**config.mk**
```make
export PLATFORM = sky130hd
export DESIGN_NAME = kalman_frame_rx
export DESIGN_NICKNAME = d
export VERILOG_FILES = /design/src/rtl/kalman_pkg.sv /design/src/rtl/uart_rx.sv /design/src/rtl/kalman_frame_rx.sv
export SDC_FILE = /design/constraint.sdc
export NUM_CORES = 1
export LEC_CHECK = 0
export BUFFER_PORTS_ARGS = -buffer_cell sky130_fd_sc_hd__buf_2
export CORE_ASPECT_RATIO = 0.6
export CORE_UTILIZATION = 60
export CTS_CLUSTER_DIAMETER = 60
export DETAILED_ROUTE_END_ITERATION = 12
export GPL_TIMING_DRIVEN = 0
export PLACE_DENSITY = 0.86
export SETUP_SLACK_MARGIN = 0.3
export SYNTH_ARGS = -nofsm -noshare
export SYNTH_HDL_FRONTEND = slang
export SYNTH_SLANG_ARGS = --single-unit
```
**constraint.sdc**
```tcl
create_clock -name clk -period 12.15 [get_ports clk]
set_input_delay 2.43 -clock clk [delete_from_list [all_inputs] [get_ports clk]]
set_output_delay 2.43 -clock clk [all_outputs]
set_load 0.02 [all_outputs]
```
**src/rtl/kalman_pkg.sv**
```systemverilog
// Shared constants and types for the attitude telemetry UART link.
// The TX-side frame builder imports the same header bytes and frame state encoding.
package kalman_pkg;

  localparam int unsigned UART_BITS   = 8;
  localparam int unsigned FRAME_LEN   = 8;
  localparam int unsigned PAYLOAD_LEN = FRAME_LEN - 2;

  localparam logic [7:0] HDR0 = 8'hDE;
  localparam logic [7:0] HDR1 = 8'hAD;

  typedef enum logic [1:0] {
    F_HDR0    = 2'd0,
    F_HDR1    = 2'd1,
    F_PAYLOAD = 2'd2
  } frame_state_e;

  typedef enum logic [1:0] {
    R_IDLE  = 2'd0,
    R_START = 2'd1,
    R_DATA  = 2'd2,
    R_STOP  = 2'd3
  } rx_state_e;

  typedef struct packed {
    logic signed [15:0] roll;
    logic signed [15:0] pitch;
    logic signed [15:0] yaw;
  } attitude_t;

endpackage

```
**src/rtl/uart_rx.sv**
```systemverilog
// 8N1 UART byte receiver: 2-flop synchroniser, falling-edge start detect and
// mid-bit sampling. Emits one-cycle byte_valid or byte_ferr per received byte.
module uart_rx #(
  parameter int unsigned BAUD_DIV = 1041
) (
  input  logic       clk,
  input  logic       rst,
  input  logic       rx,
  output logic [7:0] data,
  output logic       byte_valid,
  output logic       byte_ferr
);
  import kalman_pkg::*;

  localparam int unsigned CW   = (BAUD_DIV > 1) ? $clog2(BAUD_DIV) : 1;
  localparam int unsigned HALF = BAUD_DIV / 2;
  localparam int unsigned BW   = $clog2(UART_BITS);

  logic rx_meta, rx_sync, rx_prev;

  rx_state_e           state_q, state_d;
  logic [CW-1:0]       cnt_q, cnt_d;
  logic [BW-1:0]       bit_q, bit_d;
  logic [UART_BITS-1:0] shreg_q, shreg_d;
  logic [7:0]          data_d;
  logic                bv_d, bf_d;

  // Synchroniser and edge-detect history preset to line idle.
  always_ff @(posedge clk or posedge rst) begin
    if (rst) begin
      rx_meta <= 1'b1;
      rx_sync <= 1'b1;
      rx_prev <= 1'b1;
    end else begin
      rx_meta <= rx;
      rx_sync <= rx_meta;
      rx_prev <= rx_sync;
    end
  end

  always_ff @(posedge clk or posedge rst) begin
    if (rst) begin
      state_q    <= R_IDLE;
      cnt_q      <= '0;
      bit_q      <= '0;
      shreg_q    <= '0;
      data       <= '0;
      byte_valid <= 1'b0;
      byte_ferr  <= 1'b0;
    end else begin
      state_q    <= state_d;
      cnt_q      <= cnt_d;
      bit_q      <= bit_d;
      shreg_q    <= shreg_d;
      data       <= data_d;
      byte_valid <= bv_d;
      byte_ferr  <= bf_d;
    end
  end

  always_comb begin
    state_d = state_q;
    cnt_d   = cnt_q;
    bit_d   = bit_q;
    shreg_d = shreg_q;
    data_d  = data;
    bv_d    = 1'b0;
    bf_d    = 1'b0;
    unique case (state_q)
      R_IDLE: begin
        // A line parked low never starts a byte: only a 1->0 transition does.
        if (rx_prev && !rx_sync) begin
          state_d = R_START;
          cnt_d   = '0;
        end
      end
      R_START: begin
        cnt_d = cnt_q + CW'(1);
        if (cnt_q == CW'(HALF - 1)) begin
          cnt_d   = '0;
          bit_d   = '0;
          state_d = rx_sync ? R_IDLE : R_DATA;
        end
      end
      R_DATA: begin
        cnt_d = cnt_q + CW'(1);
        if (cnt_q == CW'(BAUD_DIV - 1)) begin
          cnt_d   = '0;
          shreg_d = {rx_sync, shreg_q[UART_BITS-1:1]};
          bit_d   = bit_q + BW'(1);
          if (bit_q == BW'(UART_BITS - 1)) state_d = R_STOP;
        end
      end
      R_STOP: begin
        cnt_d = cnt_q + CW'(1);
        if (cnt_q == CW'(BAUD_DIV - 1)) begin
          cnt_d   = '0;
          state_d = R_IDLE;
          if (rx_sync) begin
            bv_d   = 1'b1;
            data_d = shreg_q;
          end else begin
            bf_d = 1'b1;
          end
        end
      end
      default: state_d = R_IDLE;
    endcase
  end

endmodule

```
**src/rtl/kalman_frame_rx.sv**
```systemverilog
// Attitude telemetry frame receiver: parses DE AD + six payload bytes and
// publishes roll/pitch/yaw atomically on each complete, uninterrupted frame.
module kalman_frame_rx #(
  parameter int unsigned CLK_FREQ       = 10000000,
  parameter int unsigned BAUD_DIV       = CLK_FREQ / 9600,
  parameter logic [7:0]  HDR0           = kalman_pkg::HDR0,
  parameter logic [7:0]  HDR1           = kalman_pkg::HDR1,
  parameter int unsigned TIMEOUT_CYCLES = 4 * 10 * BAUD_DIV
) (
  input  logic               clk,
  input  logic               rst,
  input  logic               rx,
  output logic signed [15:0] roll,
  output logic signed [15:0] pitch,
  output logic signed [15:0] yaw,
  output logic               frame_valid,
  output logic               frame_err,
  output logic [7:0]         frame_cnt,
  output logic [7:0]         err_cnt
);
  import kalman_pkg::*;

  localparam int unsigned TW = $clog2(TIMEOUT_CYCLES + 1);
  localparam int unsigned SW = 8 * (PAYLOAD_LEN - 1);
  localparam int unsigned IW = 3;

  logic [7:0] rx_data;
  logic       rx_valid, rx_ferr;

  uart_rx #(.BAUD_DIV(BAUD_DIV)) u_uart_rx (
    .clk        (clk),
    .rst        (rst),
    .rx         (rx),
    .data       (rx_data),
    .byte_valid (rx_valid),
    .byte_ferr  (rx_ferr)
  );

  frame_state_e  state_q, state_d;
  logic [IW-1:0] idx_q, idx_d;
  logic [SW-1:0] shadow_q, shadow_d;
  logic [TW-1:0] timer_q, timer_d;
  attitude_t     att_q, att_d;
  logic          fv_d, fe_d;
  logic [7:0]    fcnt_d, ecnt_d;
  logic          timeout, abort;

  assign roll  = att_q.roll;
  assign pitch = att_q.pitch;
  assign yaw   = att_q.yaw;

  always_ff @(posedge clk or posedge rst) begin
    if (rst) begin
      state_q     <= F_HDR0;
      idx_q       <= '0;
      shadow_q    <= '0;
      timer_q     <= '0;
      att_q       <= '0;
      frame_valid <= 1'b0;
      frame_err   <= 1'b0;
      frame_cnt   <= '0;
      err_cnt     <= '0;
    end else begin
      state_q     <= state_d;
      idx_q       <= idx_d;
      shadow_q    <= shadow_d;
      timer_q     <= timer_d;
      att_q       <= att_d;
      frame_valid <= fv_d;
      frame_err   <= fe_d;
      frame_cnt   <= fcnt_d;
      err_cnt     <= ecnt_d;
    end
  end

  // Idle timer only runs mid-frame; a byte arriving on the timeout cycle wins.
  assign timeout = (timer_q == TW'(TIMEOUT_CYCLES - 1));
  assign abort   = (state_q != F_HDR0) && (rx_ferr || timeout);

  always_comb begin
    state_d  = state_q;
    idx_d    = idx_q;
    shadow_d = shadow_q;
    att_d    = att_q;
    fv_d     = 1'b0;
    fe_d     = 1'b0;
    fcnt_d   = frame_cnt;
    ecnt_d   = err_cnt;
    timer_d  = '0;
    if (state_q != F_HDR0 && !rx_valid) timer_d = timer_q + TW'(1);

    if (rx_valid) begin
      unique case (state_q)
        F_HDR0: begin
          if (rx_data == HDR0) state_d = F_HDR1;
        end
        F_HDR1: begin
          if (rx_data == HDR1) begin
            state_d = F_PAYLOAD;
            idx_d   = '0;
          end else if (rx_data != HDR0) begin
            state_d = F_HDR0;
          end
        end
        F_PAYLOAD: begin
          if (idx_q == IW'(PAYLOAD_LEN - 1)) begin
            att_d.roll  = shadow_q[SW-1 -: 16];
            att_d.pitch = shadow_q[SW-17 -: 16];
            att_d.yaw   = {shadow_q[7:0], rx_data};
            fv_d        = 1'b1;
            fcnt_d      = frame_cnt + 8'd1;
            state_d     = F_HDR0;
          end else begin
            shadow_d = {shadow_q[SW-9:0], rx_data};
            idx_d    = idx_q + IW'(1);
          end
        end
        default: state_d = F_HDR0;
      endcase
    end else if (abort) begin
      state_d = F_HDR0;
      fe_d    = 1'b1;
      if (err_cnt != 8'hFF) ecnt_d = err_cnt + 8'd1;
    end
  end

endmodule

```
# == Word-level counts from Yosys, hierarchy flattened ==
# Index checks and enable logic that the tools add are counted.
# op_classes
addsub,6
n_mul,0
div_mod_pow,0
order_cmp,0
eq_ne,24
shift,0
n_mux,36
bitwise,2
n_reduce_logical,22
# op_table
op,n
two-way mux 11 bit,3
case mux 11 bit (3 select lines),1
two-way mux 2 bit,12
"adder 16 x 1 -> 16 bit, second input constant",1
"adder 8 x 1 -> 8 bit, second input constant",2
"== test 16 bit, second input constant",1
"== test 8 bit, second input constant",2
two-way mux 16 bit,1
"!= test 8 bit, second input constant",2
AND reduction 3 bit,5
two-way mux 3 bit,4
case mux 3 bit (2 select lines),2
"adder 11 x 1 -> 11 bit, second input constant",1
"== test 11 x 10 -> 1 bit, second input constant",1
"== test 11 bit, second input constant",1
two-way mux 1 bit,11
"!= test 2 x 1 -> 1 bit, second input constant",5
case mux 2 bit (4 select lines),1
AND reduction 4 bit,2
nonzero test 2 bit,4
"adder 3 x 1 -> 3 bit, second input constant",2
"== test 2 bit, second input constant",3
"== test 3 bit, second input constant",2
"!= test 3 bit, second input constant",2
12 further kinds,19
# totals
reg_bits,164
latchBits,0
ramBits,0
mem_bits_ro,0
input_bits,3
out_inout_bits,66
mem_count,0

# == Depth between registers and ports, before layout ==
# depth
depth_word,5
ltp_mapped,8
ltp_nobuf,7

# == By module ==
# Synthesis repeated with hierarchy kept, for this count alone.
# hier_totals
cells_unflattened,597
area_unflattened_um2,7023.0
# by_module_without_submodules
mod,n_inst,cells_each,area_each_um2
kalman_frame_rx,1,441,5250.0
uart_rx,1,156,1773.0

# == Least setup slack after synthesis ==
# OpenSTA, ideal clock, no wires.
# synth_path
path_type,register to output
from,reg err_cnt[2]
to,out err_cnt[2]
arrival_time_ps,496
setup_slack_ps,9224
path_stages_with_launch,1
cell_sequence,dfrtp_1
# synth_lines
item,line_no,text
start: declaration,kalman_frame_rx.sv:19,output logic [7:0] err_cnt
start signal: assignment,kalman_frame_rx.sv:72,err_cnt <= ecnt_d;
# No word-level cell between the ends.

# == Final worst setup path ==
# layout_path
from,reg frame_cnt[2]
to,out frame_cnt[2]
# layout_lines
item,line_no,text
start: declaration,kalman_frame_rx.sv:18,"output logic [7:0] frame_cnt,"
start signal: assignment,kalman_frame_rx.sv:71,frame_cnt <= fcnt_d;
# No word-level cell between the ends.

==> flow_metrics.env <==
export IMPL_areaGrowthSynthToFinish_pct=17.04
export IMPL_critical_path_slowest_cell="dfrtp_1"
export IMPL_sw_frac_of_total_pct=23.08
export IMPL_grt_antenna_before_repair=0
export IMPL_final_cell_mix="dfrtp_1 (161), nand2_1 (147), buf_2 (69)"
export IMPL_post_cts_setup_buffer_count=0
export IMPL_worst_relative_slew_slack_pct=33.31
export IMPL_timing_fmax_ghz=0.2861
export IMPL_gpl_final_weighted_congestion=0.8530
export IMPL_grt_pass1_wl_um=24140
export IMPL_post_cts_resized_instances=0
export IMPL_irDropWorstVdd_mv=0.1179
export IMPL_tightestPinTransition_ns=0.9967
export IMPL_clkSinkCount=164
export IMPL_initial_utilization_pct=62.64
export IMPL_critical_path_max_fanout=6
export IMPL_timing_final_max_slew_violations=0
export IMPL_grt_overflow_total=0
export IMPL_ys_seq_elements=164
export IMPL_violations="design-rule violations"
export IMPL_crit_path_max_cell_delay_ns=0.44
export IMPL_die_w_um=138.7
export IMPL_clock_transition_time_at_the_flip_flop_clock_pins_of_the_worst_setup_and_hold_paths_ns=0.07
export IMPL_post_synth_instance_area_mm2=0.006728
export IMPL_layout_core_utilization_pct=73.31
export IMPL_root_buffer="clkbuf_16"
export IMPL_power_share_sequential_pct=49.4
export IMPL_tritoncts="built"
export IMPL_cp_start_kind="flop"
export IMPL_number_of_violations_reported_at_the_end_of_detailed_routing_iteration_0=405
export IMPL_synth_edff_count=0
export IMPL_detail_route_first_pass_iterations=9
export IMPL_global_route_usage_total_pct=27.10
export IMPL_detail_route_vias_per_cell=5.834
export IMPL_layout_commonest_cell="dfrtp_1"
export IMPL_setup_total_negative_slack_ns=0
export IMPL_path_delay_family="flip-flops"
export IMPL_synth_yosys_seq_area_share_pct=61.06
export IMPL_final_routed_wire_length_divided_by_cell_count_um=17.67
export IMPL_final_cell_count_no_fill=824
export IMPL_i_o_buffers=68
export IMPL_arrival_ns=1.07
export IMPL_cp_buffers_inverters=1
export IMPL_floorplan_die_area_mm2=0.01165
export IMPL_ys_warnings_count=0
export IMPL_timing_max_cap_violations=0
export IMPL_yosysUniqueCellTypes=42
export IMPL_grt_pass1_vias=4645
export IMPL_wirelength_um=14560
export IMPL_insertedDiodeCount=0
export IMPL_crit_required_ns=9.72
export IMPL_final_count_of_hold_timing_violations=0
export IMPL_syn_instance_count=584
export IMPL_htree_num_levels=4
export IMPL_period_share_pct=28.77
export IMPL_nature_of_the_critical_path_endpoint="output pin"
export IMPL_timing_critical_path_cells="buf_2"
export IMPL_power_report_internal_total_uw=868.2
export IMPL_clk_insertion_delay_late_ns=0.42
export IMPL_synth_async_reset_ratio_pct=100.0
export IMPL_number_of_rows_created_at_floorplan=29
export IMPL_share_comb_of_total_power_pct=2.7
export IMPL_clock_power_share_pct=47.9
export IMPL_grt_setup_unrepaired="no"
export IMPL_worstHoldPathType="reg -> reg"
export IMPL_maximum_number_of_pins_on_one_net_before_global_route_repair=91
export IMPL_numCtsBuffers=17
export IMPL_switching_power_uw=260.6
export IMPL_fp_coreArea_mm2=0.01074
export IMPL_postSynth_topFlopCell="dfrtp_1"
export IMPL_place_inst=792
export IMPL_drcViolationCount=4
export IMPL_design_portCount=69
export IMPL_hold_buffers=0
export IMPL_shortest_clock_period_the_worst_path_allows_after_layout_ns=3.495
export IMPL_chipHeight_um=84.02
export IMPL_num_vias=4807
export IMPL_clock_path_buffers=2
export IMPL_p_per_area_mw_per_mm2=143.4
export IMPL_clock_skew_ns=0.009455
export IMPL_dp_hpwl_um=9101
export IMPL_timing_worst_setup_path_type="reg -> out"
export IMPL_outcome="finished, violations left"
export IMPL_final_net_count=684
export IMPL_fin_worst_hold_slack_ns=0.3549
export IMPL_layout_drive_gt1_share_pct=25.99
export IMPL_ant_nets=0
export IMPL_synth_avg_cell_area_um2=11.52
export IMPL_syn_num_nets=596
export IMPL_finalSetupViolations=0
export IMPL_cellLeakagePower_uw=0.004099
[synth_stat cells, types with 4 or more instances]
| cell | instances | area share [%] |
|---|---|---|
| a21oi_1 | 11 | 0.82 |
| a22o_1 | 4 | 0.52 |
| and3_1 | 7 | 0.65 |
| clkbuf_1 | 17 | 0.95 |
| dfrtp_1 | 161 | 60 |
| ha_1 | 9 | 1.7 |
| inv_1 | 10 | 0.56 |
| mux2_2 | 67 | 11 |
| nand2_1 | 147 | 8.2 |
| nand3_1 | 16 | 1.2 |
| nand4_1 | 8 | 0.74 |
| nor2_1 | 30 | 1.7 |
| nor3_1 | 7 | 0.52 |
| nor4_1 | 4 | 0.37 |
| o21ai_0 | 16 | 1.2 |
| or3_1 | 4 | 0.37 |
| xnor2_1 | 15 | 2.0 |
| xor2_1 | 12 | 1.6 |
[through the flow]
| step | cell area (µm²) | setup WS (ns) | total power (µW) |
|---|---|---|---|
| floorplan | 6728 | 5.292 | 588.0 |
| global placement | 7242 | 3.883 | 595.1 |
| detailed placement | 7274 | 8.656 | 598.7 |
| CTS | 7874 | 8.648 | 1134 |
| global route | 7874 | 8.592 | 1161 |
| finish | 7874 | 8.655 | 1129 |
[logic make-up (layout without fill, tap and decap cells)]
family / Yosys count / in the layout / synth area share [%]
AOI/OAI and AO/OA: 43 / 43 / 3.887
xor gates and xnor gates: 27 / 27 / 3.515
adders and majority gates: 9 / 9 / 1.674
buffers and inverters: 28 / 129 / 1.581
DFF: 164 / 164 / 61.06
muxes: 67 / 67 / 11.21
and+or+nand+nor: 246 / 246 / 17.07
[power by group through the flow]
stage	Combinational (µW)	Clock [µW]	Sequential, µW
floorplan	21.7	0	566
global placement	27.8	0	567
detailed placement	31.1	0	568
CTS	31.3	545	557
global route	35.2	568	558
finish	30.2	541	558
[layer usage]
metal / vias to the layer above / share of wire [%] / wire [µm] / global-route usage [%]
li1: 2162 / - / - / -
met1: 2460 / 46 / 6736 / 38.55
met2: 157 / 47 / 6841 / 41.90
met3: 28 / 4.7 / 688 / 5.049
met4: 0 / 2.0 / 295 / 10.51
met5: - / 0 / 0 / 0
[flip-flops by register name, summed over array words and instances (netlist names), named ones only]
signal and cells:
state_q 2, u_uart_rx.state_q 1, err_cnt 8, u_uart_rx.rx_meta 1, u_uart_rx.bit_q 3, pitch 16, u_uart_rx.rx_sync 1, u_uart_rx.shreg_q 8
frame_valid 1, timer_q 16, frame_err 1, yaw 16, shadow_q 40, u_uart_rx.byte_ferr 1, frame_cnt 8, idx_q 3
u_uart_rx.data 8, u_uart_rx.cnt_q 11, u_uart_rx.byte_valid 1, roll 16, u_uart_rx.rx_prev 1
[path summary, 6_finish.rpt]
check / from / end / slack [ns] / cells after the start
min reg2reg: u_uart_rx.rx_meta$_DFF_PP1_ / u_uart_rx.rx_sync$_DFF_PP1_ / 0.35 / 0
max: frame_cnt[2]$_DFFE_PP0P_ / frame_cnt[2] / 8.65 / 1
max in group asynchronous: rst / u_uart_rx.state_q[0]$_DFFE_PP0P_ / 9.16 / 3
min in group asynchronous: rst / u_uart_rx.cnt_q[8]$_DFFE_PP0N_ / 2.17 / 2
max reg2reg: idx_q[1]$_DFFE_PP0P_ / yaw[14]$_DFFE_PP0P_ / 9.55 / 6
min: u_uart_rx.rx_meta$_DFF_PP1_ / u_uart_rx.rx_sync$_DFF_PP1_ / 0.35 / 0
[layout make-up]
cell class / instances / area, µm²
Multi-Input combinational cell: 392 / 2514
Tap cell: 139 / 173.9
Fill cell: 682 / 2867
Sequential cell: 164 / 4108
Clock inverter: 14 / 170.2
Buffer: 18 / 68.82
Timing Repair Buffer: 69 / 367.9
Clock buffer: 18 / 429.2
Inverter: 10 / 42.54
Power figures use the tool's default switching activity.
